File: src/rtl/ext_sbit_trigger_out.sv
// ---------------------------------------------------------------------------
// ext_sbit_trigger_out
//
// External (HDMI / front-panel) S-bit output controller. Every output bit
// picks one trigger source: a single VFAT S-bit OR, an eta partition, a
// sector, or a multiplicity coincidence. That source is edge-detected and
// fed to a per-output pulse-stretch / deadtime state machine. The result is
// a clean pulse of known width, followed by a guaranteed quiet period.
//
// Pipeline:
//   edge 1 : ors_q, eta_q, sector_q, mult_q (popcount) registered
//   edge 2 : raw_q per output (mode/selector mux), raw_prev = old raw_q
//   edge 3 : FSM reacts to trigger = raw_q & ~raw_prev, output registered
//
// Ports:
//   clock           in   40 MHz fabric clock
//   reset_n_i       in   synchronous reset, active-low
//   active_vfats_i  in   [NUM_VFATS]       per-VFAT S-bit OR
//   sbit_mode_i     in   [3*NUM_OUTPUTS]   per-output mode (0 vfat, 1 eta,
//                                          2 sector, 3 multiplicity, 4-7 off)
//   sbit_sel_i      in   [SEL_W*NUM_OUTPUTS]  per-output source selector
//   stretch_i       in   [TIME_W*NUM_OUTPUTS] extra high cycles per pulse
//   deadtime_i      in   [TIME_W*NUM_OUTPUTS] dead cycles after each pulse
//   mult_thresh_i   in   [SEL_W]           multiplicity threshold (0 = off)
//   ext_sbits_o     out  [NUM_OUTPUTS]     registered external outputs
//
// Optional build macro:
//   EXT_SBIT_RETRIGGER_EN - a trigger during STRETCH reloads the stretch
//   counter, so the pulse is extended. When undefined those triggers are
//   ignored.
//
// FSM state of output j is held in state_q[j] (cnt_q[j] holds its counter).
// ---------------------------------------------------------------------------
module ext_sbit_trigger_out #(
    parameter int NUM_VFATS   = 24,
    parameter int NUM_OUTPUTS = 8,
    parameter int NUM_ETA     = 8,
    parameter int NUM_SECTORS = 6,
    parameter int SEL_W       = 5,
    parameter int TIME_W      = 4
) (
    input  logic                          clock,
    input  logic                          reset_n_i,
    input  logic [NUM_VFATS-1:0]          active_vfats_i,
    input  logic [3*NUM_OUTPUTS-1:0]      sbit_mode_i,
    input  logic [SEL_W*NUM_OUTPUTS-1:0]  sbit_sel_i,
    input  logic [TIME_W*NUM_OUTPUTS-1:0] stretch_i,
    input  logic [TIME_W*NUM_OUTPUTS-1:0] deadtime_i,
    input  logic [SEL_W-1:0]              mult_thresh_i,
    output logic [NUM_OUTPUTS-1:0]        ext_sbits_o
);

    localparam int VFATS_PER_SECTOR = NUM_VFATS / NUM_SECTORS;
    localparam int MULT_W           = $clog2(NUM_VFATS + 1);
    // Common width for the multiplicity comparison so neither side truncates.
    localparam int CMP_W            = (MULT_W > SEL_W) ? MULT_W : SEL_W;

    // -----------------------------------------------------------------------
    // Stage 1: grouping and popcount of the raw VFAT ORs
    // -----------------------------------------------------------------------
    logic [NUM_VFATS-1:0]   ors_q;
    logic [NUM_ETA-1:0]     eta_d;
    logic [NUM_ETA-1:0]     eta_q;
    logic [NUM_SECTORS-1:0] sector_d;
    logic [NUM_SECTORS-1:0] sector_q;
    logic [MULT_W-1:0]      mult_d;
    logic [MULT_W-1:0]      mult_q;

    always_comb begin
        eta_d    = '0;
        sector_d = '0;
        mult_d   = '0;
        for (int v = 0; v < NUM_VFATS; v++) begin
            // Eta partitions interleave across VFATs; sectors are contiguous.
            eta_d[v % NUM_ETA] = eta_d[v % NUM_ETA] | active_vfats_i[v];
            sector_d[v / VFATS_PER_SECTOR] = sector_d[v / VFATS_PER_SECTOR] | active_vfats_i[v];
            mult_d = mult_d + MULT_W'(active_vfats_i[v]);
        end
    end

    always_ff @(posedge clock) begin
        if (!reset_n_i) begin
            ors_q    <= '0;
            eta_q    <= '0;
            sector_q <= '0;
            mult_q   <= '0;
        end else begin
            ors_q    <= active_vfats_i;
            eta_q    <= eta_d;
            sector_q <= sector_d;
            mult_q   <= mult_d;
        end
    end

    // -----------------------------------------------------------------------
    // Stage 2: per-output source selection and edge detection
    // -----------------------------------------------------------------------
    logic                   mult_hit;
    logic [NUM_OUTPUTS-1:0] raw_d;
    logic [NUM_OUTPUTS-1:0] raw_q;
    logic [NUM_OUTPUTS-1:0] raw_prev;
    logic [NUM_OUTPUTS-1:0] trigger;

    // A zero threshold disables the coincidence rather than firing always.
    assign mult_hit = (mult_thresh_i != '0) &&
                      (CMP_W'(mult_q) >= CMP_W'(mult_thresh_i));

    // Selectors are compared against every legal index instead of being used
    // as a direct index, so an out-of-range selector simply matches nothing
    // and yields 0 without ever addressing past the end of a vector.
    always_comb begin
        raw_d = '0;
        for (int j = 0; j < NUM_OUTPUTS; j++) begin
            case (sbit_mode_i[3*j +: 3])
                3'd0: begin
                    for (int i = 0; i < NUM_VFATS; i++) begin
                        if (int'(sbit_sel_i[SEL_W*j +: SEL_W]) == i) begin
                            raw_d[j] = ors_q[i];
                        end
                    end
                end
                3'd1: begin
                    for (int i = 0; i < NUM_ETA; i++) begin
                        if (int'(sbit_sel_i[SEL_W*j +: SEL_W]) == i) begin
                            raw_d[j] = eta_q[i];
                        end
                    end
                end
                3'd2: begin
                    for (int i = 0; i < NUM_SECTORS; i++) begin
                        if (int'(sbit_sel_i[SEL_W*j +: SEL_W]) == i) begin
                            raw_d[j] = sector_q[i];
                        end
                    end
                end
                3'd3:    raw_d[j] = mult_hit;
                default: raw_d[j] = 1'b0;
            endcase
        end
    end

    always_ff @(posedge clock) begin
        if (!reset_n_i) begin
            raw_q    <= '0;
            raw_prev <= '0;
        end else begin
            raw_q    <= raw_d;
            raw_prev <= raw_q;
        end
    end

    // Rising edge only: a level held high produces a single trigger.
    assign trigger = raw_q & ~raw_prev;

    // -----------------------------------------------------------------------
    // Stage 3: per-output pulse-stretch / deadtime FSM
    //   IDLE    -> STRETCH on trigger, cnt = stretch
    //   STRETCH -> high for stretch+1 cycles, then DEAD (or IDLE if no dead)
    //   DEAD    -> low for deadtime+1 cycles, triggers are discarded
    // The output register is written with the decoded next state so that it
    // is exactly (state == STRETCH) while still being a flop.
    // -----------------------------------------------------------------------
    typedef enum logic [1:0] {
        ST_IDLE    = 2'd0,
        ST_STRETCH = 2'd1,
        ST_DEAD    = 2'd2
    } state_t;

    state_t                 state_q [NUM_OUTPUTS];
    logic [TIME_W-1:0]      cnt_q   [NUM_OUTPUTS];
    logic [NUM_OUTPUTS-1:0] ext_q;

    always_ff @(posedge clock) begin
        if (!reset_n_i) begin
            for (int j = 0; j < NUM_OUTPUTS; j++) begin
                state_q[j] <= ST_IDLE;
                cnt_q[j]   <= '0;
            end
            ext_q <= '0;
        end else begin
            for (int j = 0; j < NUM_OUTPUTS; j++) begin
                case (state_q[j])
                    ST_IDLE: begin
                        if (trigger[j]) begin
                            state_q[j] <= ST_STRETCH;
                            cnt_q[j]   <= stretch_i[TIME_W*j +: TIME_W];
                            ext_q[j]   <= 1'b1;
                        end else begin
                            ext_q[j]   <= 1'b0;
                        end
                    end

                    ST_STRETCH: begin
`ifdef EXT_SBIT_RETRIGGER_EN
                        if (trigger[j]) begin
                            // Reload keeps the output continuously high.
                            cnt_q[j] <= stretch_i[TIME_W*j +: TIME_W];
                            ext_q[j] <= 1'b1;
                        end else
`endif
                        if (cnt_q[j] == '0) begin
                            ext_q[j] <= 1'b0;
                            if (deadtime_i[TIME_W*j +: TIME_W] != '0) begin
                                state_q[j] <= ST_DEAD;
                                cnt_q[j]   <= deadtime_i[TIME_W*j +: TIME_W];
                            end else begin
                                state_q[j] <= ST_IDLE;
                            end
                        end else begin
                            cnt_q[j] <= cnt_q[j] - 1'b1;
                            ext_q[j] <= 1'b1;
                        end
                    end

                    ST_DEAD: begin
                        // The edge that leaves DEAD is still a DEAD edge, so
                        // a trigger arriving there is dropped as well.
                        ext_q[j] <= 1'b0;
                        if (cnt_q[j] == '0) begin
                            state_q[j] <= ST_IDLE;
                        end else begin
                            cnt_q[j] <= cnt_q[j] - 1'b1;
                        end
                    end

                    default: begin
                        state_q[j] <= ST_IDLE;
                        cnt_q[j]   <= '0;
                        ext_q[j]   <= 1'b0;
                    end
                endcase
            end
        end
    end

    assign ext_sbits_o = ext_q;

endmodule

File: config.mk
export PLATFORM = sky130hd
export DESIGN_NAME = ext_sbit_trigger_out
export DESIGN_NICKNAME = d
export VERILOG_FILES = /design/src/rtl/ext_sbit_trigger_out.sv
export SDC_FILE = /design/constraint.sdc
export NUM_CORES = 1
export LEC_CHECK = 0
export ABC_CLOCK_PERIOD_IN_PS = 4450
export BUFFER_PORTS_ARGS = -buffer_cell sky130_fd_sc_hd__buf_2
export CELL_PAD_IN_SITES_DETAIL_PLACEMENT = 0
export CELL_PAD_IN_SITES_GLOBAL_PLACEMENT = 1
export CORE_ASPECT_RATIO = 1.75
export CORE_UTILIZATION = 40
export CTS_BUF_LIST = sky130_fd_sc_hd__clkbuf_16
export DETAILED_ROUTE_END_ITERATION = 8
export PLACE_DENSITY_LB_ADDON = 0.1
export REMOVE_ABC_BUFFERS = 1
export SYNTH_ARGS = -nofsm -noshare
export SYNTH_HDL_FRONTEND = slang
export SYNTH_SLANG_ARGS = --single-unit
export TNS_END_PERCENT = 20
File: constraint.sdc
create_clock -name clock -period 4.45 [get_ports clock]
set_clock_uncertainty 0.2 [all_clocks]
set_input_delay 0.2225 -clock clock [delete_from_list [all_inputs] [get_ports clock]]
set_output_delay 0.2225 -clock clock [all_outputs]
set_load 0.02 [all_outputs]
Yosys cells after proc, flatten, opt, wreduce, memory -nomap -nowiden. Memories as Yosys holds them, arrays and structs flattened. Cells that the tools add are included.

$add $sub $neg: 31. Muxes and demuxes: 625. Reduce and logical (&&, ||, !) cells: 50. Bitwise logic cells: 116. Equal/unequal tests: 224. Magnitude comparators: 1.

Operator list (count): == test 5 bit (second input constant) (128); two-way mux 1 bit (529); == test 5 x 4 -> 1 bit (second input constant) (32); two-way mux 4 bit (40); bitwise OR 1 bit (114); adder 5 x 1 -> 5 bit (19); == test 5 x 3 -> 1 bit (second input constant) (16); two-way mux 2 bit (40); == test 3 x 2 -> 1 bit (second input constant) (16); == test 5 x 2 -> 1 bit (second input constant) (8); logical NOT 5 bit (8); logical NOT 4 bit (8); one-hot mux 1 bit (4 select lines) (8); nonzero test 4 bit (8); subtractor 4 x 1 -> 4 bit (second input constant) (8); == test 3 x 1 -> 1 bit (second input constant) (8); logical NOT 3 bit (8); OR reduction 3 bit (8); == test 2 x 1 -> 1 bit (second input constant) (8); == test 2 bit (second input constant) (8); logical NOT 2 bit (8); one-hot mux 1 bit (2 select lines) (8); bitwise AND 8 bit (1); inverter 8 bit (1); other kinds (7) (7).

RAM bits: 48. Register bits: 67. Logic and storage cells: 1056. Memories: 2. Output and inout bits: 8. Input port bits: 159.

Memories: cnt_q (words 8, bits a word 4, read ports 8, clocked after memory_dff 0, write ports 8, line 170) `logic [TIME_W-1:0] cnt_q [NUM_OUTPUTS];`; state_q (words 8, bits a word 2, read ports 8, clocked after memory_dff 0, write ports 8, line 169) `state_t state_q [NUM_OUTPUTS];`.

Depth between registers and ports, before layout.
Depth in word-level cells: 26. Depth in mapped cells: 15. Depth with buffers taken out: 15.

Worst setup path after synthesis. No wires, ideal clock.

Path kind: in2reg. From: in active_vfats_i[17]. To: reg mult_q[4]. Path slack: 0.555 ns. Required time: 4.180 ns. Path buffers: 0. Library setup time: 0.070 ns. Stages: 15. Arrival time: 3.624 ns. Path through: fa_1 -> inv_1 -> fa_1 -> inv_1 -> fa_1 -> inv_1 -> fa_1 -> fa_1 -> inv_1 -> ha_1 -> inv_1 -> fa_1 -> nor2b_1 -> o21ai_0 -> a21oi_1.

Cells in the longest elaborated chain, start to end: 7.

RTL lines: start, declared (line 44) `input logic [NUM_VFATS-1:0] active_vfats_i,`; adder 5 x 1 -> 5 bit (7 in series) (line 77) `mult_d = mult_d + MULT_W'(active_vfats_i[v]);`; end signal, assigned (line 91) `mult_q <= mult_d;`; end, declared (line 67) `logic [MULT_W-1:0] mult_q;`.

No other way between the ends. A chain may end at the register's enable or synchronous reset.

Final worst setup path.
From: in active_vfats_i[0]. To: reg mult_q[4].

Cells in the longest elaborated chain, start to end: 23.

RTL lines (line): adder 1 x 1 -> 2 bit (77); adder 2 x 1 -> 3 bit (77); adder 3 x 1 -> 4 bit (77); adder 4 x 1 -> 5 bit (77); adder 5 x 1 -> 5 bit (19 in series) (77).

No other way between the ends.

==> tab_implementation.tex <==
\begin{tabular}{lr}
\hline
Metric & Value \\
\hline
\multicolumn{2}{l}{\textbf{Placement}} \\
\quad Post-detail-place hpwl & 25.2 mm \\
\quad DP Area & 10900 um\^{}2 \\
\quad Final Wtd Congestion & 0.882 \\
\quad Placed instance count & 1569 \\
\quad Number of buffers inserted by port buffering & 166 \\
\multicolumn{2}{l}{\textbf{STA}} \\
\quad Final min period & 4.26 ns \\
\quad RSZ-0062 raised after global routing & false \\
\quad Headroom to the max-slew limit & 45.8\% \\
\quad Fin. max-slew vios & 0 \\
\quad Highest Clock Rate & 235 MHz \\
\quad Final hold violation count & 0 \\
\quad Final critical-path share of the clock period & 95.7\% \\
\quad Final hold slack & 0.00475 ns \\
\quad Final setup TNS & 0 ns \\
\quad Worst-Margin Slew & 0.802 ns \\
\quad Count of endpoints failing setup in the final report & 0 \\
\multicolumn{2}{l}{\textbf{Routing}} \\
\quad Routed via count & 9919 \\
\quad Routed WL & 33.9 mm \\
\quad Vias per inst & 5.90 \\
\quad \# DRC & 0 \\
\quad Post-route ant nets & 0 \\
\quad DRT Pass-1 Iters & 7 \\
\quad WL/cell & 20.2 um \\
\quad First-iteration detailed-routing DRC count & 556 \\
\multicolumn{2}{l}{\textbf{Synthesis}} \\
\quad Largest cells by area after synthesis & edfxtp\_1, dfxtp\_1, mux4\_2, nor2\_1, mux2i\_1 \\
\quad Number of enable-type register cells in the synthesized netlist & 48 \\
\quad Gate count after technology mapping & 1167 \\
\quad Area share of the largest cell type after synthesis & 14.4\% \\
\quad Unique cell type count in the Yosys netlist & 80 \\
\quad Cell with the most instances after synthesis & nor2\_1 \\
\quad Async SR Flop Fraction & 0\% \\
\quad Cell accounting for the most synthesized area & edfxtp\_1 \\
\quad Yosys warning count & 0 \\
\quad \#FFs+latches synth & 115 \\
\quad Portion of the post-synthesis area used by sequential elements & 27.8\% \\
\quad Top\_reg\_cell synth & dfxtp\_1 \\
\quad Post-synthesis cell area & 9990 um\^{}2 \\
\quad Avg Inst Size Synth & 8.56 um\^{}2 \\
\quad List of most frequent post-synthesis cells & nor2\_1, inv\_1, dfxtp\_1 \\
\multicolumn{2}{l}{\textbf{Setup path}} \\
\quad Endpoint of the worst register-to-register path & cnt\_q[0][7]\$\_SDFFCE\_PP0P\_ \\
\quad Cell depth of the worst flop-to-flop path & 8 \\
\quad Arrival time of the worst setup path & 4.42 ns \\
\quad Startpoint Class & input port \\
\quad Element type at the critical path end & flop \\
\quad Worst r2r src & cnt\_q[0][4]\$\_SDFFCE\_PP0P\_ \\
\quad Reg2reg setup slack & 1.45 ns \\
\quad Largest driver fanout on the critical path & 2 \\
\quad CP required & 4.62 ns \\
\quad Worst setup path category & input port to flop \\
\multicolumn{2}{l}{\textbf{CTS}} \\
\quad Worst-Skew Late Latency & 0.44 ns \\
\quad Clock buffers created by TritonCTS & 17 \\
\quad Clock tree from TritonCTS & built \\
\quad CTS root buffer & clkbuf\_16 \\
\quad Clock buffer depth & 2 \\
\quad Total setup buffers inserted after CTS & 0 \\
\quad Clock-pin slew of the registers on the worst-case setup and hold paths & 0.06 ns \\
\quad Total number of H-tree levels & 4 \\
\quad Clk sink count & 115 \\
\multicolumn{2}{l}{\textbf{Global routing}} \\
\quad Global-route total usage across every layer & 27.5\% \\
\quad Remaining global-route overflow & 0 \\
\quad Number of antenna violations at the first check in global routing & 1 \\
\quad Global-route wire length before repair & 53.4 mm \\
\quad Largest net degree at the start of global routing & 30 \\
\quad Number of global-route vias before repair & 10200 \\
\multicolumn{2}{l}{\textbf{Min path}} \\
\quad Type of the most critical hold path & input port to flop \\
\quad Startpoint of the most critical hold path & sbit\_mode\_i[1] \\
\quad Number of cells traversed by the worst hold path & 4 \\
\quad Worst min-delay path endpoint & raw\_q[0]\$\_SDFF\_PN0\_ \\
\multicolumn{2}{l}{\textbf{Floorplanning}} \\
\quad Effective utilization at floorplan & 40.7\% \\
\quad Die Footprint & 25600 um\^{}2 \\
\quad Die outline width & 121 um \\
\quad Placement Rows & 76 \\
\quad Core Footprint & 24500 um\^{}2 \\
\quad Die boundary height & 211 um \\
\quad Number of I/O pins & 167 \\
\multicolumn{2}{l}{\textbf{Pwr}} \\
\quad Largest voltage drop on the vdd net & 0.392 mV \\
\quad P\_leak & 5.06 nW \\
\quad Power density over the cells & 417 nW/um\^{}2 \\
\multicolumn{2}{l}{\textbf{Final layout}} \\
\quad Net count of the finished layout & 1549 \\
\quad Count of non-filler cells in the finished layout & 1680 \\
\quad Finished layout cell area & 12300 um\^{}2 \\
\quad Synthesis-to-layout area growth & 23.0\% \\
\quad Number of filler cells placed in the layout & 2419 \\
\quad Layout cells sized above 1 & 19.1\% \\
\multicolumn{2}{l}{\textbf{Status}} \\
\quad Run status & finished clean \\
\multicolumn{2}{l}{\textbf{Job}} \\
\quad Number of max-cap violations & 0 \\
\hline
\end{tabular}
## registers in the layout, summed over array words and instances, names as in the netlist
name         flops
eta_q            8
ors_q           24
ext_sbits_o      8
raw_q            8
raw_prev         8
mult_q           5
state_q         16
sector_q         6
cnt_q           32
## power breakdown
group	total (mW)	leakage (nW)	internal, mW	switching, mW
Sequential	1.73	1.07	1.43	0.298
Clock	1.39	0.311	0.897	0.493
Combinational	2.00	3.68	0.953	1.04
## repair_timing
action,in CTS,in global routing
gates resized for setup,0,6
endpoints found under the setup margin,0,2
endpoints found under the hold margin,65,0
hold buffers,80,0
## metrics by stage
stage | utilization, % | power [mW] | worst slack (ns)
6_report | 50.1 | 5.12 | 0.192
5_1_grt | 50.1 | 5.51 | 0.0150
4_1_cts | 50.1 | 5.15 | 0.134
3_5_place_dp | 44.4 | 3.64 | 0.228
3_3_place_gp | 44.4 | 3.61 | 0.249
2_1_floorplan | - | 3.01 | 0.552
## logic make-up after synthesis
family / Yosys count / share of synthesized area, %
AO/OA/AOI/OAI: 302 / 20.6
XOR/XNOR: 23 / 2.02
adder cells (fa/ha/maj): 42 / 6.41
buffers and inverters: 169 / 6.84
flip-flops: 115 / 27.8
multiplexers: 85 / 12.5
AND/OR/NAND/NOR: 431 / 23.8
## final cells by class
| cell class | count | area, um^2 | share of cell area [%] |
|---|---|---|---|
| multi-input combinational | 883 | 6530 | 53.2 |
| sequential | 115 | 2780 | 22.6 |
| timing repair buffer | 247 | 1650 | 13.4 |
| clock buffer | 18 | 450 | 3.66 |
| tap | 312 | 390 | 3.18 |
| inverter | 89 | 334 | 2.72 |
| clock inverter | 14 | 143 | 1.16 |
| antenna | 2 | 5.00 | 0.0407 |
## cell usage in the layout (no fill, tap or decap), drive strengths merged, types with 18 or more instances in the layout
cell type	instances
nor2	110
a22oi	23
nand3	20
nand2	51
nor3b	21
a21oi	49
ha	20
inv	95
nor3	35
nor2b	38
mux4	30
o21ai	65
o211ai	19
nand2b	37
o22ai	21
dlygate4sd3	78
dfxtp	67
and2	20
edfxtp	48
buf	167
clkbuf	18
nor4	22
mux2i	41
## worst max-delay path by stage
stage                  startpoint  slack [ns]  cells past startpoint                   end
2_1_floorplan  active_vfats_i[17]        0.55                     15  mult_q[4]$_SDFF_PN0_
3_3_place_gp   active_vfats_i[17]        0.25                     16  mult_q[4]$_SDFF_PN0_
3_5_place_dp   active_vfats_i[17]        0.23                     16  mult_q[4]$_SDFF_PN0_
4_1_cts        active_vfats_i[17]        0.13                     17  mult_q[4]$_SDFF_PN0_
5_1_grt         active_vfats_i[0]        0.01                     15  mult_q[4]$_SDFF_PN0_
6_report        active_vfats_i[0]        0.19                     15  mult_q[4]$_SDFF_PN0_
## layer usage
metal / GRT usage, % / share of wire [%] / up-vias
li1: - / - / 4734
met2: 50.4 / 53 / 312
met3: 5.02 / 4.4 / 110
met4: 18.8 / 6.5 / 0
met1: 27.6 / 36 / 4763
met5: 0 / 0 / -
## worst max-delay path, stage by stage
cell	delay, ns
dlygate4sd3_1	0.53
buf_2	0.14
fa_1	0.53
inv_1	0.08
fa_1	0.46
fa_1	0.53
fa_1	0.45
fa_1	0.49
inv_1	0.07
ha_2	0.17
inv_1	0.06
fa_2	0.39
nor2b_2	0.13
o21ai_1	0.06
a21oi_1	0.12
(Power assumes the default switching activity.)
